[config.mk]
export PLATFORM = sky130hd
export DESIGN_NAME = tick_divider_bank
export DESIGN_NICKNAME = d
export VERILOG_FILES = /design/src/rtl/tick_bank_pkg.sv /design/src/rtl/tick_divider.sv /design/src/rtl/tick_divider_bank.sv
export SDC_FILE = /design/constraint.sdc
export NUM_CORES = 1
export LEC_CHECK = 0
export ABC_AREA = 1
export CORE_AREA = 10 10 86 88
export DETAILED_ROUTE_END_ITERATION = 8
export DIE_AREA = 0 0 96 98
export SETUP_SLACK_MARGIN = 0.15
export SYNTH_ARGS = -nofsm -noshare
export SYNTH_HDL_FRONTEND = slang
export SYNTH_SLANG_ARGS = --single-unit
export TNS_END_PERCENT = 50
[constraint.sdc]
create_clock -name clk_i -period 2.9 [get_ports clk_i]
set_input_delay 0.435 -clock clk_i [delete_from_list [all_inputs] [get_ports clk_i]]
set_output_delay 0.435 -clock clk_i [all_outputs]
set_load 0.005 [all_outputs]
[src/rtl/tick_bank_pkg.sv]
// Shared helpers for the tick divider bank: channel indexing,
// per-channel period and counter width, and the event id type.
package tick_bank_pkg;

  localparam int unsigned MaxIdW = 5;

  typedef logic [MaxIdW-1:0] evt_id_t;

  function automatic int unsigned chan_idx(
    input int unsigned k,
    input int unsigned l
  );
    return (2 ** k) - 1 + l;
  endfunction

  function automatic int unsigned chan_period(
    input int unsigned base,
    input int unsigned c
  );
    return base * (c + 1);
  endfunction

  function automatic int unsigned cnt_width(
    input int unsigned p
  );
    return (p <= 2) ? 1 : $clog2(p);
  endfunction

endpackage

[src/rtl/tick_divider.sv]
// One programmable divider: counts enabled cycles 0..Period-1.
// Ports: clk_i, rst_ni, clear_i, en_i in; tick_o pulses at Period-1.
module tick_divider #(
  parameter int unsigned Period   = 1,
  parameter int unsigned CntWidth = 1
) (
  input  logic clk_i,
  input  logic rst_ni,
  input  logic clear_i,
  input  logic en_i,
  output logic tick_o
);

  localparam logic [CntWidth-1:0] Last =
    CntWidth'(Period - 1);

  logic [CntWidth-1:0] cnt_q;
  logic [CntWidth-1:0] cnt_d;
  logic                at_last;

  assign at_last = (cnt_q == Last);

  always_comb begin
    cnt_d = cnt_q;
    if (clear_i) begin
      cnt_d = '0;
    end else if (en_i) begin
      cnt_d = at_last ? '0 : cnt_q + 1'b1;
    end
  end

  // Gated by reset so a period-1 channel stays quiet in reset.
  assign tick_o = rst_ni & en_i & at_last;

  always_ff @(posedge clk_i or negedge rst_ni) begin
    if (!rst_ni) begin
      cnt_q <= '0;
    end else begin
      cnt_q <= cnt_d;
    end
  end

endmodule

[src/rtl/tick_divider_bank.sv]
// Bank of tick dividers in NumGroups groups with a pending/overflow
// event queue drained over evt_valid_o/evt_ready_i (id lock on stall).
module tick_divider_bank
  import tick_bank_pkg::*;
#(
  parameter int unsigned NumGroups  = 3,
  parameter int unsigned BasePeriod = 1,
  localparam int unsigned NumChan =
    (2 ** NumGroups) - 1,
  localparam int unsigned IdWidth =
    (NumChan > 1) ? $clog2(NumChan) : 1
) (
  input  logic               clk_i,
  input  logic               rst_ni,
  input  logic [NumChan-1:0] en_i,
  input  logic               clear_i,
  output logic [NumChan-1:0] tick_o,
  output logic [NumGroups-1:0] group_tick_o,
  output logic               evt_valid_o,
  output logic [IdWidth-1:0] evt_id_o,
  input  logic               evt_ready_i,
  output logic [NumChan-1:0] overflow_o
);

  if (NumGroups < 1 || NumGroups > 5) begin : gen_bad_groups
    $error("NumGroups out of range 1..5");
  end

  if (BasePeriod < 1) begin : gen_bad_base
    $error("BasePeriod must be >= 1");
  end

  logic [NumChan-1:0] tick;
  logic [NumChan-1:0] pend_q;
  logic [NumChan-1:0] pend_d;
  logic [NumChan-1:0] ovf_q;
  logic [NumChan-1:0] ovf_d;
  logic [NumChan-1:0] pop;
  logic               lock_q;
  logic               lock_d;
  logic [IdWidth-1:0] lid_q;
  logic [IdWidth-1:0] lid_d;
  logic [IdWidth-1:0] low_id;
  logic [IdWidth-1:0] cur_id;
  logic               valid;

  for (genvar k = 0; k < NumGroups; k++) begin : gen_group
    localparam int unsigned GrpBase = chan_idx(k, 0);
    localparam int unsigned GrpSize = 2 ** k;

    for (genvar l = 0; l < GrpSize; l++) begin : gen_chan
      localparam int unsigned ChanIdx = chan_idx(k, l);
      localparam int unsigned ChanPeriod =
        chan_period(BasePeriod, ChanIdx);
      localparam int unsigned ChanCntW =
        cnt_width(ChanPeriod);

      if (ChanPeriod > 65536) begin : gen_bad_period
        $error("channel period exceeds 2**16");
      end

      tick_divider #(
        .Period  (ChanPeriod),
        .CntWidth(ChanCntW)
      ) u_div (
        .clk_i  (clk_i),
        .rst_ni (rst_ni),
        .clear_i(clear_i),
        .en_i   (en_i[ChanIdx]),
        .tick_o (tick[ChanIdx])
      );
    end

    assign group_tick_o[k] = |tick[GrpBase +: GrpSize];
  end

  always_comb begin
    low_id = '0;
    for (int i = NumChan - 1; i >= 0; i--) begin
      if (pend_q[i]) begin
        low_id = IdWidth'(i);
      end
    end
  end

  assign valid  = |pend_q;
  assign cur_id = lock_q ? lid_q : low_id;

  always_comb begin
    pop = '0;
    for (int i = 0; i < NumChan; i++) begin
      pop[i] = valid & evt_ready_i
             & (cur_id == IdWidth'(i));
    end
  end

  // A tick on a channel being popped re-arms it, not an overflow.
  always_comb begin
    pend_d = tick | (pend_q & ~pop);
    ovf_d  = ovf_q | (tick & pend_q & ~pop);
    lock_d = valid & ~evt_ready_i;
    lid_d  = cur_id;
    unique case (1'b1)
      clear_i: begin
        pend_d = '0;
        ovf_d  = '0;
        lock_d = 1'b0;
        lid_d  = '0;
      end
      default: ;
    endcase
  end

  always_ff @(posedge clk_i or negedge rst_ni) begin
    if (!rst_ni) begin
      pend_q <= '0;
      ovf_q  <= '0;
      lock_q <= 1'b0;
      lid_q  <= '0;
    end else begin
      pend_q <= pend_d;
      ovf_q  <= ovf_d;
      lock_q <= lock_d;
      lid_q  <= lid_d;
    end
  end

  assign tick_o      = tick;
  assign evt_valid_o = valid;
  assign evt_id_o    = cur_id;
  assign overflow_o  = ovf_q;

endmodule

### Word level (Yosys, flattened, before mapping)

Cells that the tools add are included.

| word-level totals | value |
|---|---|
| output and inout port bits | 21 |
| bits of input ports | 11 |
| register bits | 33 |

| operators by class | value |
|---|---|
| equality and inequality tests | 11 |
| reductions and logical operators | 11 |
| add/sub/neg operators | 7 |
| bitwise operators | 31 |
| multiplexer cells | 33 |

Operators with widths:

| operator | number |
|---|---|
| $mux 3 | 18 |
| $and 1x1->1 | 23 |
| $and 7x7->7 | 3 |
| $eq 3x3->1 const B | 6 |
| $mux 7 | 2 |
| $or 7x7->7 | 2 |
| $reduce_bool 2->1 | 7 |
| $mux 2 | 6 |
| $add 3x1->3 const B | 3 |
| $mux 1 | 7 |
| $not 7->7 | 1 |
| $reduce_or 7->1 | 1 |
| $eq 3x2->1 const B | 2 |
| $add 2x1->2 const B | 2 |
| $eq 2x2->1 const B | 2 |
| $reduce_or 4->1 | 1 |
| $eq 3x1->1 const B | 1 |
| $logic_not 3->1 | 1 |
| $add 1x1->1 const B | 2 |
| $not 1->1 | 2 |
| $reduce_or 2->1 | 1 |

### Logic depth before layout (Yosys ltp)

Gate-level depths: netlist of run 1.

| logic depth | value |
|---|---|
| depth in word-level cells | 14 |
| depth in mapped cells | 11 |
| gate-level depth less buffers | 11 |

### Cells and area by module

Synthesis of run 1 repeated with hierarchy kept, for this count alone.

| unflattened totals | value |
|---|---|
| cell total of the unflattened synthesis | 232 |
| area total of the unflattened synthesis | 1796.7 µm² |

Modules (own cells, without submodules):

| module | seq. area each (µm²) | area each (µm²) | times used | cells each |
|---|---|---|---|---|
| tick_divider_bank | 450.4 | 1017.2 | 1 | 127 |
| tick_divider at gen_group[2].gen_chan[1].u_div | 75.1 | 183.9 | 1 | 24 |
| tick_divider at gen_group[2].gen_chan[3].u_div | 75.1 | 168.9 | 1 | 26 |
| tick_divider at gen_group[2].gen_chan[2].u_div | 75.1 | 160.2 | 1 | 18 |
| tick_divider at gen_group[2].gen_chan[0].u_div | 50.0 | 107.6 | 1 | 13 |
| tick_divider at gen_group[1].gen_chan[1].u_div | 50.0 | 97.6 | 1 | 14 |
| tick_divider at gen_group[1].gen_chan[0].u_div | 25.0 | 53.8 | 1 | 8 |
| tick_divider at gen_group[0].gen_chan[0].u_div | 0.0 | 7.5 | 1 | 2 |

### Worst setup path after synthesis of run 1

No wires, ideal clock.

| path | value |
|---|---|
| path kind | register to output |
| from | register gen_group[2].gen_chan[1].u_div.cnt_q[0] |
| to | output port group_tick_o[2] |
| setup slack | 1.504 ns |
| buffers on the path | 0 |
| data arrival time | 0.961 ns |
| cell stages (with the launch flop) | 7 |
| path through | dfrtp_1 > inv_1 > ha_1 > nand2_1 > nor3_2 > inv_1 > nand4_1 |

| on the way | value |
|---|---|
| longest elaborated chain between the ends | 3 |

Ends and longest elaborated chain:

| what | line | RTL |
|---|---|---|
| from (decl) | tick_divider.sv:17 | `logic [CntWidth-1:0] cnt_q;` |
| from (signal assigned) | tick_divider.sv:39 | `cnt_q <= cnt_d;` |
| $eq 3x3->1 | tick_divider.sv:21 | `assign at_last = (cnt_q == Last);` |
| $and 1x1->1 | tick_divider.sv:33 | `assign tick_o = rst_ni & en_i & at_last;` |
| net gen_group[2].gen_chan[1].u_div.tick_o | tick_divider.sv:11 | `output logic tick_o` |
| $reduce_or 4->1 | tick_divider_bank.sv:74 | `assign group_tick_o[k] = \|tick[GrpBase +: GrpSize];` |
| to (decl) | tick_divider_bank.sv:18 | `output logic [NumGroups-1:0] group_tick_o,` |

The timed path passes the listed nets, and every way through them passes these cells.

### Worst setup path after layout of run 1

| path | value |
|---|---|
| from | input port rst_ni |
| to | output port group_tick_o[2] |

| on the way | value |
|---|---|
| longest elaborated chain between the ends | 3 |
| elaborated cells between the ends (all ways) | 9 |
| classes of those cells | bitwise (8); reduce/logical (1) |

Ends and longest elaborated chain:

| what | line | RTL |
|---|---|---|
| from (decl) | tick_divider_bank.sv:14 | `input logic rst_ni,` |
| $and 1x1->1 (2 in series) | tick_divider.sv:33 |  |
| $reduce_or 4->1 * | tick_divider_bank.sv:74 |  |

Every way passes the cells marked *; elsewhere a longest branch is shown, timed or not.

==> results_dict.tcl, run 1 <==
set metrics [dict create \
    vias 1419 \
    fin_area_um2 2200 \
    pwr-share-comb_pct 13.0 \
    syn_to_final_growth_pct 25.6 \
    dp.final_hpwl_um 3050 \
    cts_resized 0 \
    die_area_um2 9410 \
    ys_ff_latch 32 \
    syn_avg_cell_area_um2 8.31 \
    timing.final.crit_period_ns 2.57 \
    layout-drive-gt1-share_pct 14.0 \
    worst_clock_skew_ns 0.00348 \
    leakage_nw 0.987 \
    die_y_um 98 \
    p_sw_share_pct 25.3 \
    die_w_um 96 \
    max_freq_mhz 389 \
    clk-insertion-delay-late_ns 0.28 \
    cp-end-kind "primary output" \
    rsz0062_at_grt "no" \
    grt_pass1_vias 1452 \
    hold_buffers 0 \
    p_switching_mw 0.241 \
    cts_max_level 2 \
    crit_type "in2out" \
    drt-pass1-iter-count 6 \
    slew_headroom_pct 58.8 \
    setup_viol 0 \
    fin_util_pct 38.3 \
    grt-ovfl-total 0 \
    path_max_fanout 25 \
    grt_max_degree 26 \
    total_power_mw 0.951 \
    synth_nets 225 \
    status "complete, no violations" \
    rows 28 \
    grt_pass1_wl_um 6760 \
    cts_setup_buffers 0 \
    antenna_found_initial 0 \
    final.setup.tns_ns 0 \
    cp.arrival_ns 2.13 \
    min_period_over_period_pct 88.6 \
    hold-worst-slack_ns 0.465 \
    numCtsBuffers 5 \
    routabilityCongestion 0.828 \
    synth.cell_area_um2 1750 \
    core_area_um2 5750 \
    drt_wl_total_um 3890 \
    p_per_area_nw_per_um2 431 \
    cts-root-buf "clkbuf_8" \
    drv_cap 0 \
    seq_power_share_pct 50.2 \
    yosysUniqueCellTypes 28 \
    clkTransAtPathRegs_ns 0.06 \
    cts.path.max_buffers 2 \
    yosysWarnings 0 \
    antenna_cells 0 \
    clock-sinks 32 \
    syn_inst 211 \
    mostFrequentLayoutCell "nand2_1" \
    layout_common_cells "38 x nand2_1, 33 x inv_1, 32 x dfrtp_1, 31 x clkdlybuf4s50_1, 25 x nor2_1" \
    min_path_type "reg2reg" \
    final_nets 256 \
    ys_seq_area_share_pct 45.6 \
    dpl-instance-area_um2 2110 \
    initial_core_util_pct 30.5 \
    wl_per_cell_um 12.2 \
    async_flop_share_pct 100 \
    vias_per_cell 4.46 \
    internal_power_mw 0.710 \
    portBuffers 31 \
    drc 0 \
    tritoncts "yes" \
    grt_use_total_pct 8.92 \
    tightest_slew_ns 0.616 \
    io_pins 32 \
    finalMaxSlewViolations 0 \
    startpoint_type "input pin" \
    first_iter_violations 58 \
    hold_viol_final 0 \
    pwr-share-clk_pct 36.7 \
    vdd_ir_drop_max_mv 0.201 \
    drtAntennaViolNets 0 \
    synth_edf_count 0 \
    worstPathRequired_ns 2.47 \
    ys.flop_type "dfrtp_1" \
]
[worst paths after layout]
path | from | to | slack [ns] | cells after the start
hold / removal | gen_group[1].gen_chan[0].u_div.at_last$_DFFE_PN0P_ | gen_group[1].gen_chan[0].u_div.at_last$_DFFE_PN0P_ | 0.46 | 1
min in group asynchronous | rst_ni | gen_group[1].gen_chan[1].u_div.cnt_q[1]$_DFFE_PN0P_ | 0.52 | 2
setup reg to reg | pend_q[0]$_DFF_PN0_ | pend_q[5]$_DFF_PN0_ | 1.46 | 8
max in group asynchronous | rst_ni | lock_q$_DFF_PN0_ | 2.05 | 2
setup / recovery | rst_ni | group_tick_o[2] | 0.33 | 5
hold reg to reg | gen_group[1].gen_chan[0].u_div.at_last$_DFFE_PN0P_ | gen_group[1].gen_chan[0].u_div.at_last$_DFFE_PN0P_ | 0.46 | 1
[area by class of cell]
type	instances	area, µm²
Clock buffer	8	90.1
Timing Repair Buffer	34	333
Multi-Input combinational cell	133	751
Inverter	36	135
Sequential cell	32	801
Fill cell	603	3540
Tap cell	75	93.8
[through the flow]
step           std cells  setup WS, ns
2_1_floorplan        211          1.50
3_5_place_dp         310         0.297
5_1_grt              318         0.162
4_1_cts              318         0.285
6_report             318         0.330
3_3_place_gp         310         0.323
[routing by layer]
| metal | global-route usage, % | part of all wire, % |
|---|---|---|
| met5 | 0 | 0 |
| met4 | 3.41 | 1.4 |
| met3 | 3.37 | 6.6 |
| met2 | 13.3 | 45 |
| met1 | 11.3 | 47 |
[sequential cells by signal, summed over array words and instances (netlist names)]
name,count
overflow_o,7
lock_q,1
gen_group.gen_chan.u_div.cnt_q,13
lid_q,3
pend_q,7
gen_group.gen_chan.u_div.at_last,1
[cell families (layout without fill, tap and decap cells)]
logic type / count (synthesis) / in the layout / synth area share, %
AO/OA/AOI/OAI: 33 / 33 / 11.2
XOR/XNOR: 3 / 3 / 1.50
adder cells (fa/ha/maj): 3 / 3 / 2.14
buffers and inverters: 46 / 78 / 11.6
flip-flops: 32 / 32 / 45.6
AND/OR/NAND/NOR: 94 / 94 / 28.0
[cell usage after synthesis (2+ instances only)]
library cell	number	area [µm²]
a21oi_1	15	75.1
a21oi_2	4	35.0
buf_4	8	60.1
clkbuf_1	2	7.51
dfrtp_1	32	801
ha_1	3	37.5
inv_1	33	124
inv_2	3	11.3
nand2_1	38	143
nand2_2	2	12.5
nand2_4	4	45.0
nand3_1	7	35.0
nand3_2	4	40.0
nand4_1	4	25.0
nor2_1	25	93.8
nor2_4	4	45.0
nor3_1	2	10.0
o21ai_0	9	45.0
o21ai_1	2	10.0
xnor2_1	2	17.5
[critical path, stage by stage]
cell             delay (ns)
clkdlybuf4s50_1        0.51
buf_4                  0.33
nand3_1                0.21
nand4_1                0.12
clkdlybuf4s50_1        0.52
[power groups by stage]
stage          clock [mW]  combinational [mW]  sequential (mW)
2_1_floorplan           0              0.0702            0.483
3_3_place_gp            0               0.124            0.485
3_5_place_dp            0               0.125            0.486
4_1_cts             0.368               0.126            0.478
5_1_grt             0.380               0.141            0.480
6_report            0.349               0.124            0.478
Power figures use the tool's default switching activity.
==> run 2: changes to the inputs <==
Settings changed: CTS_BUF_LIST set to sky130_fd_sc_hd__clkbuf_16.
==> run 2 against run 1 <==
Against the previous run:
- final area up 2.1%
- clock power increased by 38%
- first-iteration DRC count fell by 40%
- cell count did not move
- worst setup slack improved by 0.0053 ns
- non-clock buffer count unchanged
- critical endpoint unchanged
==> results_dict.tcl, run 2 (synthesis results as in run 1) <==
set metrics [dict create \
    numCtsBuffers 5 \
    tightest_slew_ns 0.607 \
    grt_pass1_wl_um 6730 \
    portBuffers 31 \
    final_nets 256 \
    cp-end-kind "primary output" \
    p_per_area_nw_per_um2 482 \
    first_iter_violations 35 \
    antenna_found_initial 0 \
    vias 1408 \
    vdd_ir_drop_max_mv 0.275 \
    cts.path.max_buffers 2 \
    startpoint_type "input pin" \
    cts_max_level 2 \
    cts-root-buf "clkbuf_16" \
    io_pins 32 \
    clk-insertion-delay-late_ns 0.28 \
    worstPathRequired_ns 2.47 \
    hold_viol_final 0 \
    core_area_um2 5750 \
    drt-pass1-iter-count 5 \
    vias_per_cell 4.43 \
    syn_to_final_growth_pct 28.2 \
    die_area_um2 9410 \
    routabilityCongestion 0.828 \
    wl_per_cell_um 12.2 \
    cts_resized 0 \
    grt_pass1_vias 1442 \
    setup_viol 0 \
    clock-sinks 32 \
    hold_buffers 0 \
    largest_register "gen_group.gen_chan.u_div.cnt_q" \
    layout-drive-gt1-share_pct 13.6 \
    pwr-share-comb_pct 11.3 \
    rows 28 \
    drt_wl_total_um 3890 \
    drv_cap 0 \
    clkTransAtPathRegs_ns 0.05 \
    crit_type "in2out" \
    pwr-share-clk_pct 44.5 \
    worst_clock_skew_ns 0.00345 \
    rsz0062_at_grt "no" \
    largest_register_ffs 13 \
    p_switching_mw 0.259 \
    initial_core_util_pct 30.5 \
    internal_power_mw 0.825 \
    antenna_cells 0 \
    status "complete, no violations" \
    hold-worst-slack_ns 0.464 \
    layout_common_cells "38 x nand2_1, 35 x inv_1, 32 x dfrtp_1, 31 x clkdlybuf4s50_1, 25 x nor2_1" \
    mostFrequentLayoutCell "nand2_1" \
    slew_headroom_pct 59.4 \
    die_y_um 98 \
    cts_setup_buffers 0 \
    finalMaxSlewViolations 0 \
    drc 0 \
    timing.final.crit_period_ns 2.56 \
    min_path_type "reg2reg" \
    final.setup.tns_ns 0 \
    p_sw_share_pct 23.9 \
    die_w_um 96 \
    grt_use_total_pct 8.89 \
    tritoncts "yes" \
    min_period_over_period_pct 88.4 \
    cp.arrival_ns 2.13 \
    path_max_fanout 25 \
    drtAntennaViolNets 0 \
    grt_max_degree 26 \
    max_freq_mhz 390 \
    dp.final_hpwl_um 3050 \
    leakage_nw 1.02 \
    grt-ovfl-total 0 \
    seq_power_share_pct 44.1 \
]
==> run 2: changes by cell type in the layout (fill, tap and decap cells not counted) <==
| cell | previous run | this run |
|---|---|---|
| clkinv_1 | 0 | 1 |
| clkbuf_1 | 2 | 0 |
| clkbuf_8 | 6 | 0 |
| clkbuf_16 | 0 | 5 |
| inv_1 | 33 | 35 |
==> run 2: worst max-delay path, stage by stage <==
cell             delay [ns]
clkdlybuf4s50_1        0.51
buf_4                  0.33
nand3_1                0.21
nand4_1                0.12
clkdlybuf4s50_1        0.51
==> run 2: area by class of cell <==
cell class	count	area, µm²
Clock inverter	3	11.3
Inverter	36	135
Multi-Input combinational cell	133	751
Tap cell	75	93.8
Clock buffer	5	125
Sequential cell	32	801
Timing Repair Buffer	34	333
Fill cell	594	3500
==> run 2: path summary, 6_finish.rpt <==
check                                                              startpoint                                             endpoint  slack, ns  cells after the start
min reg2reg                gen_group[1].gen_chan[0].u_div.at_last$_DFFE_PN0P_   gen_group[1].gen_chan[0].u_div.at_last$_DFFE_PN0P_       0.46                      1
min in group asynchronous                                              rst_ni  gen_group[2].gen_chan[0].u_div.cnt_q[1]$_DFFE_PN0P_       0.53                      2
max reg2reg                                               pend_q[0]$_DFF_PN0_                                  pend_q[5]$_DFF_PN0_       1.47                      8
max in group asynchronous                                              rst_ni                                     lock_q$_DFF_PN0_       2.05                      2
min                        gen_group[1].gen_chan[0].u_div.at_last$_DFFE_PN0P_   gen_group[1].gen_chan[0].u_div.at_last$_DFFE_PN0P_       0.46                      1
max                                                                    rst_ni                                      group_tick_o[2]       0.34                      5
==> run 2: power groups by stage <==
stage | combinational [mW] | clock [mW] | sequential (mW)
4_1_cts | 0.126 | 0.500 | 0.478
6_report | 0.123 | 0.483 | 0.479
3_3_place_gp | 0.124 | 0 | 0.485
3_5_place_dp | 0.125 | 0 | 0.486
2_1_floorplan | 0.0702 | 0 | 0.483
5_1_grt | 0.141 | 0.515 | 0.480
==> run 2: metal layers <==
metal	up-vias	part of all wire (%)	GRT usage (%)
li1	717	-	-
met1	656	46	11.4
met2	30	45	13.1
met3	5	6.4	3.14
met4	0	1.8	3.75
met5	-	0	0
==> run 2: per-stage QoR <==
step           util [%]  worst slack [ns]  cell area, µm²  instances  power [mW]
2_1_floorplan         -              1.50            1750        211       0.553
3_3_place_gp       36.8             0.323            2110        310       0.609
3_5_place_dp       36.8             0.297            2110        310       0.611
4_1_cts            39.2             0.285            2250        318        1.10
5_1_grt            39.2             0.162            2250        318        1.14
6_report           39.2             0.336            2250        318        1.08
==> run 3: changes to the inputs <==
Settings changed: ABC_AREA 1 to 0, CAP_MARGIN set to 10, CORE_AREA 10 10 86 88 to 10 10 84 86, DIE_AREA 0 0 96 98 to 0 0 94 96.
==> run 3 against run 2 <==
Against the previous run:
- via count decreased by 8.6%
- global-route usage decreased by 0.14 points
- utilization increased by 1.2 points
- die area decreased by 4.1%
- area after synthesis decreased by 4.2%
- clock skew decreased by 0.00082 ns
- final area decreased by 3.0%
- sequential share of layout area increased by 1.1 points
- fmax decreased by 2.5%
==> results_dict.tcl, run 3 <==
set metrics [dict create \
    setup_viol 0 \
    cp.arrival_ns 2.20 \
    grt_max_degree 20 \
    yosysUniqueCellTypes 38 \
    status "complete, no violations" \
    worstRegToRegCells 5 \
    drc 0 \
    min_period_over_period_pct 90.7 \
    drt_wl_total_um 3750 \
    initial_core_util_pct 31.1 \
    hold_viol_final 0 \
    cp-end-kind "primary output" \
    rsz0062_at_grt "no" \
    async_flop_share_pct 100 \
    r2r_end "overflow_o[5]$_DFF_PN0_" \
    ys.flop_type "dfrtp_1" \
    die_area_um2 9020 \
    leakage_nw 0.980 \
    largest_register "gen_group.gen_chan.u_div.cnt_q" \
    layout-drive-gt1-share_pct 12.9 \
    synth_edf_count 0 \
    stdcell_count 281 \
    hold_buffers 0 \
    rows 27 \
    layout_common_cells "32 x dfrtp_1, 31 x clkdlybuf4s50_1, 19 x inv_1, 19 x nor2_1, 15 x nand2_1" \
    numCtsBuffers 5 \
    syn_inst 176 \
    cts_max_level 2 \
    portBuffers 31 \
    timing.final.crit_period_ns 2.63 \
    synth_nets 190 \
    antenna_cells 0 \
    vias 1287 \
    dp_cells 273 \
    largest_register_ffs 13 \
    clk-insertion-delay-late_ns 0.27 \
    wl_per_cell_um 13.3 \
    yosysWarnings 0 \
    cts_resized 0 \
    syn_to_final_growth_pct 29.9 \
    drt-pass1-iter-count 4 \
    final_nets 222 \
    min_path_type "in2async" \
    yosys-top-cells-area "dfrtp_1 48%, buf_4 4.5%, nor2_1 4.2%" \
    cts-root-buf "clkbuf_16" \
    grt_pass1_wl_um 6250 \
    first_iter_violations 67 \
    synth_top_area_share_pct 47.7 \
    r2r-start "pend_q[0]$_DFF_PN0_" \
    dp.final_hpwl_um 2900 \
    drv_cap 0 \
    slew_headroom_pct 50.4 \
    cts.path.max_buffers 2 \
    ys_seq_area_share_pct 47.7 \
    max_freq_mhz 380 \
    yosysTopAreaCell "dfrtp_1" \
    grt_use_total_pct 8.75 \
    yosysMostFrequentCell "dfrtp_1" \
    ys_ff_latch 32 \
    final.setup.tns_ns 0 \
    routabilityCongestion 0.768 \
    core_area_um2 5410 \
    cts_setup_buffers 0 \
    p_per_area_nw_per_um2 499 \
    antenna_found_initial 0 \
    tightest_slew_ns 0.742 \
    io_pins 32 \
    mostFrequentLayoutCell "dfrtp_1" \
    hold-worst-slack_ns 0.415 \
    finalMaxSlewViolations 0 \
    startpoint_type "flop" \
    synth.cell_area_um2 1680 \
    clkTransAtPathRegs_ns 0.05 \
    die_y_um 96 \
    syn_avg_cell_area_um2 9.55 \
    vias_per_cell 4.58 \
    netlist_top_cells_count "32 x dfrtp_1, 19 x nor2_1, 17 x inv_1" \
    tritoncts "yes" \
    grt-ovfl-total 0 \
    path_max_fanout 6 \
    grt_pass1_vias 1316 \
    die_w_um 94 \
    vdd_ir_drop_max_mv 0.309 \
    clock-sinks 32 \
    reg2reg_slack_ns 0.91 \
    drtAntennaViolNets 0 \
    worstPathRequired_ns 2.47 \
    worst_clock_skew_ns 0.00263 \
    crit_type "reg2out" \
]
-- run 3: through the flow --
| step | total power [mW] | cell area, µm² | setup slack (ns) | util (%) |
|---|---|---|---|---|
| final | 1.09 | 2180 | 0.270 | 40.4 |
| after global routing | 1.14 | 2180 | 0.168 | 40.4 |
| after CTS | 1.10 | 2180 | 0.242 | 40.4 |
| after detailed placement | 0.616 | 2050 | 0.245 | 37.8 |
| after global placement | 0.613 | 2050 | 0.274 | 37.8 |
| after floorplan | 0.556 | 1680 | 1.01 | - |
-- run 3: worst max-delay path, cell delays in order, from the launching register on --
cell and delay [ns]:
dfrtp_1 0.42, or4_4 0.58, or4_4 0.46, clkdlybuf4s50_1 0.47
-- run 3: power breakdown --
group          internal, mW  switching, mW
registers             0.464         0.0147
logic                0.0640         0.0634
clock network         0.308          0.174
total                 0.836          0.252
-- run 3: layout make-up --
cell class,instances,area (µm²)
clock inverter,3,11.3
tap,72,90.1
multi-input combinational,113,724
sequential,32,801
clock buffer,5,125
timing repair buffer,38,363
inverter,18,67.6
fill,567,3220
-- run 3: worst max-delay path by stage --
stage | start | end | cells after the start
6_report | pend_q[0]$_DFF_PN0_ | evt_valid_o | 3
5_1_grt | rst_ni | group_tick_o[2] | 5
4_1_cts | rst_ni | group_tick_o[2] | 5
3_5_place_dp | rst_ni | group_tick_o[2] | 5
3_3_place_gp | rst_ni | group_tick_o[2] | 5
2_1_floorplan | pend_q[0]$_DFF_PN0_ | overflow_o[5]$_DFF_PN0_ | 5
-- run 3: logic make-up after synthesis --
group / count (synthesis) / synth area share, %
AO/OA/AOI/OAI: 37 / 15.7
XOR/XNOR: 3 / 1.56
adder cells (fa/ha/maj): 3 / 2.23
buffers and inverters: 31 / 9.23
flip-flops: 32 / 47.7
multiplexers: 5 / 3.13
AND/OR/NAND/NOR: 65 / 20.5
-- run 3: routing by layer --
metal	track usage [%]	part of all wire, %
met3	3.81	5.3
met5	0	0
met2	14.4	48
met1	10.1	46
met4	2.66	0.80
==> edit 1 (settings of run 1) <==
Reset style: synchronous (`rst_ni`), changed in 2 clocked blocks.
--- a/src/rtl/tick_divider.sv
+++ b/src/rtl/tick_divider.sv
@@ -32,7 +32,7 @@
   // Gated by reset so a period-1 channel stays quiet in reset.
   assign tick_o = rst_ni & en_i & at_last;
 
-  always_ff @(posedge clk_i or negedge rst_ni) begin
+  always_ff @(posedge clk_i) begin
     if (!rst_ni) begin
       cnt_q <= '0;
     end else begin
--- a/src/rtl/tick_divider_bank.sv
+++ b/src/rtl/tick_divider_bank.sv
@@ -111,7 +111,7 @@
     endcase
   end
 
-  always_ff @(posedge clk_i or negedge rst_ni) begin
+  always_ff @(posedge clk_i) begin
     if (!rst_ni) begin
       pend_q <= '0;
       ovf_q  <= '0;
Check against the original RTL: differs if rst_ni is asserted again (counterexample within 4 cycles, from zero or initial values and one cycle with rst_ni low); with rst_ni held inactive, the same outputs for 10 cycles.
==> edit 1 against run 1 <==
Routed wire length down 10%. Largest cell class is now multi-input gates. Register-to-register slack better by 0.14 ns. Sequential share of layout area down 4.0 points. Power down 12%. Sequential cell count unchanged. Area after synthesis down 11%. Highest routed layer unchanged. Critical endpoint unchanged. Setup slack better by 0.13 ns. Count of clock-buffer cells in the layout down 2. Final area down 10%.
==> edit 1: results (changes against run 1) <==
grtUsageMet1_pct: 9.91  # -1.4 points
yosys-top-cells-count: "36 x nand2_1, 32 x dfxtp_1, 30 x inv_1, 25 x nor2_1, 22 x a21oi_1"
wl_met2_um: 1510  # -14%
min_path_cells: 2  # +1
vias_per_cell: 4.20  # -5.9%
critPathArrivalTime_ns: 2.00  # -0.13 ns
p_seq_mw: 0.452  # -5.4%
firstDrtPassIters: 4  # -2
rrSetupSlack_ns: 1.60  # +0.14 ns
post_drt_wl_per_cell_um: 11.2  # -8.6%
hp-start: "overflow_o[6]"
post-dp-hpwl_um: 2800  # -8.2%
met3_usage_pct: 3.68  # +0.31 points
rr_worst_depth: 10  # +2
routedLengthMet1_um: 1600  # -12%
grt_util_all_layers_pct: 8.11  # -0.81 points
synth_cells: 210  # -0.47%
p_leak_nw: 0.740  # -25%
fillerInstances: 648  # +7.5%
grt_pass1_wl_um: 6000  # -11%
placed_cell_area_mm2: 0.00190  # -9.9%
fmax_ghz: 0.410  # +5.4%
power.switching_mw: 0.200  # -17%
timing.rr.end: "pend_q[2]"
grt_max_degree: 27  # +3.8%
dp_cells: 306  # -1.3%
worstMarginPinSlew_ns: 0.507  # -0.108 ns
syn_nets: 224  # -0.44%
min_to: "overflow_o[6]"
comb-power_mw: 0.0638  # -49%
finalNetCount: 252  # -1.6%
status: "finished, final reports clean"
ir_worst_vdd_mv: 0.265  # +32%
fin_skew_ns: 0.00574  # +0.00226 ns
edit 1: critical path, cell delays in order:
cell             delay [ns]
clkdlybuf4s50_1        0.56
inv_2                  0.11
nor3_2                 0.19
inv_1                  0.08
nand4_1                0.11
clkdlybuf4s50_1        0.51
edit 1: final cells by class:
cell class / count / area, um^2 / share of cell area (%)
multi-input combinational: 132 / 723 / 36.5
sequential: 32 / 641 / 32.3
timing repair buffer: 31 / 310 / 15.7
inverter: 36 / 135 / 6.82
tap: 75 / 93.8 / 4.74
clock buffer: 6 / 72.6 / 3.66
clock inverter: 1 / 5.00 / 0.253
edit 1: logic make-up (layout without fill, tap and decap cells):
logic type / Yosys count / count (layout) / synth area share [%]
adders and majority gates: 3 / 3 / 2.39
buffers and inverters: 46 / 74 / 13.1
DFF: 32 / 32 / 40.8
xor gates and xnor gates: 1 / 1 / 0.558
and+or+nand+nor: 90 / 90 / 28.2
AOI/OAI and AO/OA: 38 / 38 / 15.0
==> edit 2 (flow settings as in run 1) <==
Made on the original files. Register the output `overflow_o` once more; this adds one clock of latency there. The other outputs are not delayed to match.
--- a/src/rtl/tick_divider_bank.sv
+++ b/src/rtl/tick_divider_bank.sv
@@ -128,7 +128,9 @@
   assign tick_o      = tick;
   assign evt_valid_o = valid;
   assign evt_id_o    = cur_id;
-  assign overflow_o  = ovf_q;
+  always_ff @(posedge clk_i) begin
+    overflow_o <= ovf_q;
+  end
 
 endmodule
 
Function: changed (a bounded check fails within 4 cycles, from zero or initial values and one cycle with rst_ni low).
==> edit 2 against run 1 <==
Core utilization grew 4.2 points. Area after synthesis grew 11%. Final area grew 11%. Sequential cell count grew 7. Power grew 25%. Routed wire length grew 8.6%. Setup slack gained 0.022 ns. Highest routed layer unchanged. Critical path depth grew 1. Critical endpoint unchanged.
==> edit 2: results (changes against run 1) <==
seq_area_frac_synth_pct: 48.3  # +2.7 points
post_drt_wl_per_cell_um: 12.9  # +6.0%
p_leak_nw: 1.06  # +7.4%
syn_area_per_cell_um2: 9.01  # +8.4%
fin_skew_ns: 0.00701  # +0.00354 ns
ir_worst_vdd_mv: 0.282  # +40%
status: "finished, final reports clean"
clock_power_share_pct: 39.8  # +3.1 points
numCtsBuffers: 5  # unchanged
clk_latency_ns: 0.30  # +0.02 ns
cp_top_family: "buffers and inverters"
port_buffers: 31  # unchanged
min_path_cells: 0  # -1
path_max_fanout: 5  # -80%
drive_gt1_share_pct: 24.3  # +10 points
grt_pass1_vias: 1504  # +3.6%
fillerInstances: 605  # +0.33%
cpPeakStageDelay_ns: 0.62  # +0.10 ns
critPathArrivalTime_ns: 2.11  # -0.02 ns
worstMarginPinSlew_ns: 0.333  # -0.282 ns
grt_max_degree: 23  # -12%
syn_nets: 230  # +2.2%
post-dp-hpwl_um: 3310  # +8.5%
rr_worst_depth: 10  # +2
yosys-top-cells-count: "33 x nand2_1, 32 x dfrtp_1, 31 x inv_1, 22 x nor2_1, 14 x a21oi_2"
cts.path.max_buffers: 2  # unchanged
min_path_type: "register to register"
power.switching_mw: 0.287  # +19%
post_cts_buffers: 0  # unchanged
cts_resized: 0  # unchanged
routabilityCongestion: 0.765  # -7.7%
antenna_cells: 0  # unchanged
cts.clk_slew.worst_paths_ns: 0.07
ys_types: 32  # +14%
firstDrtPassIters: 4  # -2
synth_ff_type: "dfrtp_1"
top_register: "gen_group.gen_chan.u_div.cnt_q"
pwr-share-seq_pct: 48.6  # -1.6 points
dp_cells: 318  # +2.6%
dr.first_iter.drc_count: 65  # +12%
synth_area_leaders: "dfrtp_1 41%, dfxtp_1 7.2%, nand2_1 6.4%"
grt_pass1_wl_um: 7170  # +6.1%
cts-root-buf: "clkbuf_8"
instances_no_fill: 326  # +2.5%
vias_per_cell: 4.36  # -2.2%
grt_util_all_layers_pct: 9.72  # +0.79 points
dp_slack_ns: 0.315  # +0.0181 ns
cts-htree-levels: 2  # unchanged
async_flop_share_pct: 82.1  # -18 points
finalNetCount: 264  # +3.1%
ys_warn_count: 0  # unchanged
[edit 2: changes by cell type after synthesis, moves of 3 or more]
cell,change
nand2_1,-5
dfxtp_1,+7
nand2_2,+9
a21oi_1,-8
a21oi_2,+10
nor2_1,-3
o21ai_0,-3
[edit 2: through the flow]
step                cell area, um^2  utilization [%]  total power, mW  hold slack, ns
floorplan                      1950                -            0.664           0.139
global placement               2330             40.5            0.726           0.351
detailed placement             2330             40.5            0.728           0.353
CTS                            2440             42.6             1.21           0.371
global route                   2440             42.6             1.25           0.386
finish                         2440             42.6             1.19           0.370
[edit 2: cell families (layout without fill, tap and decap cells)]
group / count (synthesis) / count (layout) / synth area share, %
buffers and inverters: 45 / 80 / 10.5
flip-flops: 39 / 39 / 48.3
adder cells (fa/ha/maj): 3 / 3 / 1.93
AND/OR/NAND/NOR: 93 / 93 / 26.0
XOR/XNOR: 2 / 2 / 0.900
AO/OA/AOI/OAI: 34 / 34 / 12.3
[edit 2: per-layer routing]
layer,vias up,wire length (um),track usage (%)
li1,738,-,-
met1,651,1890,11.8
met2,28,1980,15.0
met3,5,297,3.98
met4,0,49,3.41
met5,-,0,0
[edit 2: final timing paths]
path / from / end / slack [ns]
max: rst_ni / group_tick_o[2] / 0.35
min: ovf_q[0] / overflow_o[0] / 0.37
max reg2reg: pend_q[0] / ovf_q[2] / 1.51
min reg2reg: ovf_q[0] / overflow_o[0] / 0.37
max in group asynchronous: rst_ni / lid_q[0] / 1.94
min in group asynchronous: rst_ni / pend_q[2] / 0.63
[edit 2: final cells by class]
cell class,instances,area (um^2),share of cell area (%)
clock buffer,6,82.6,3.38
clock inverter,2,35.0,1.43
inverter,35,136,5.58
multi-input combinational,132,801,32.8
sequential,39,941,38.5
tap,75,93.8,3.84
timing repair buffer,37,355,14.5
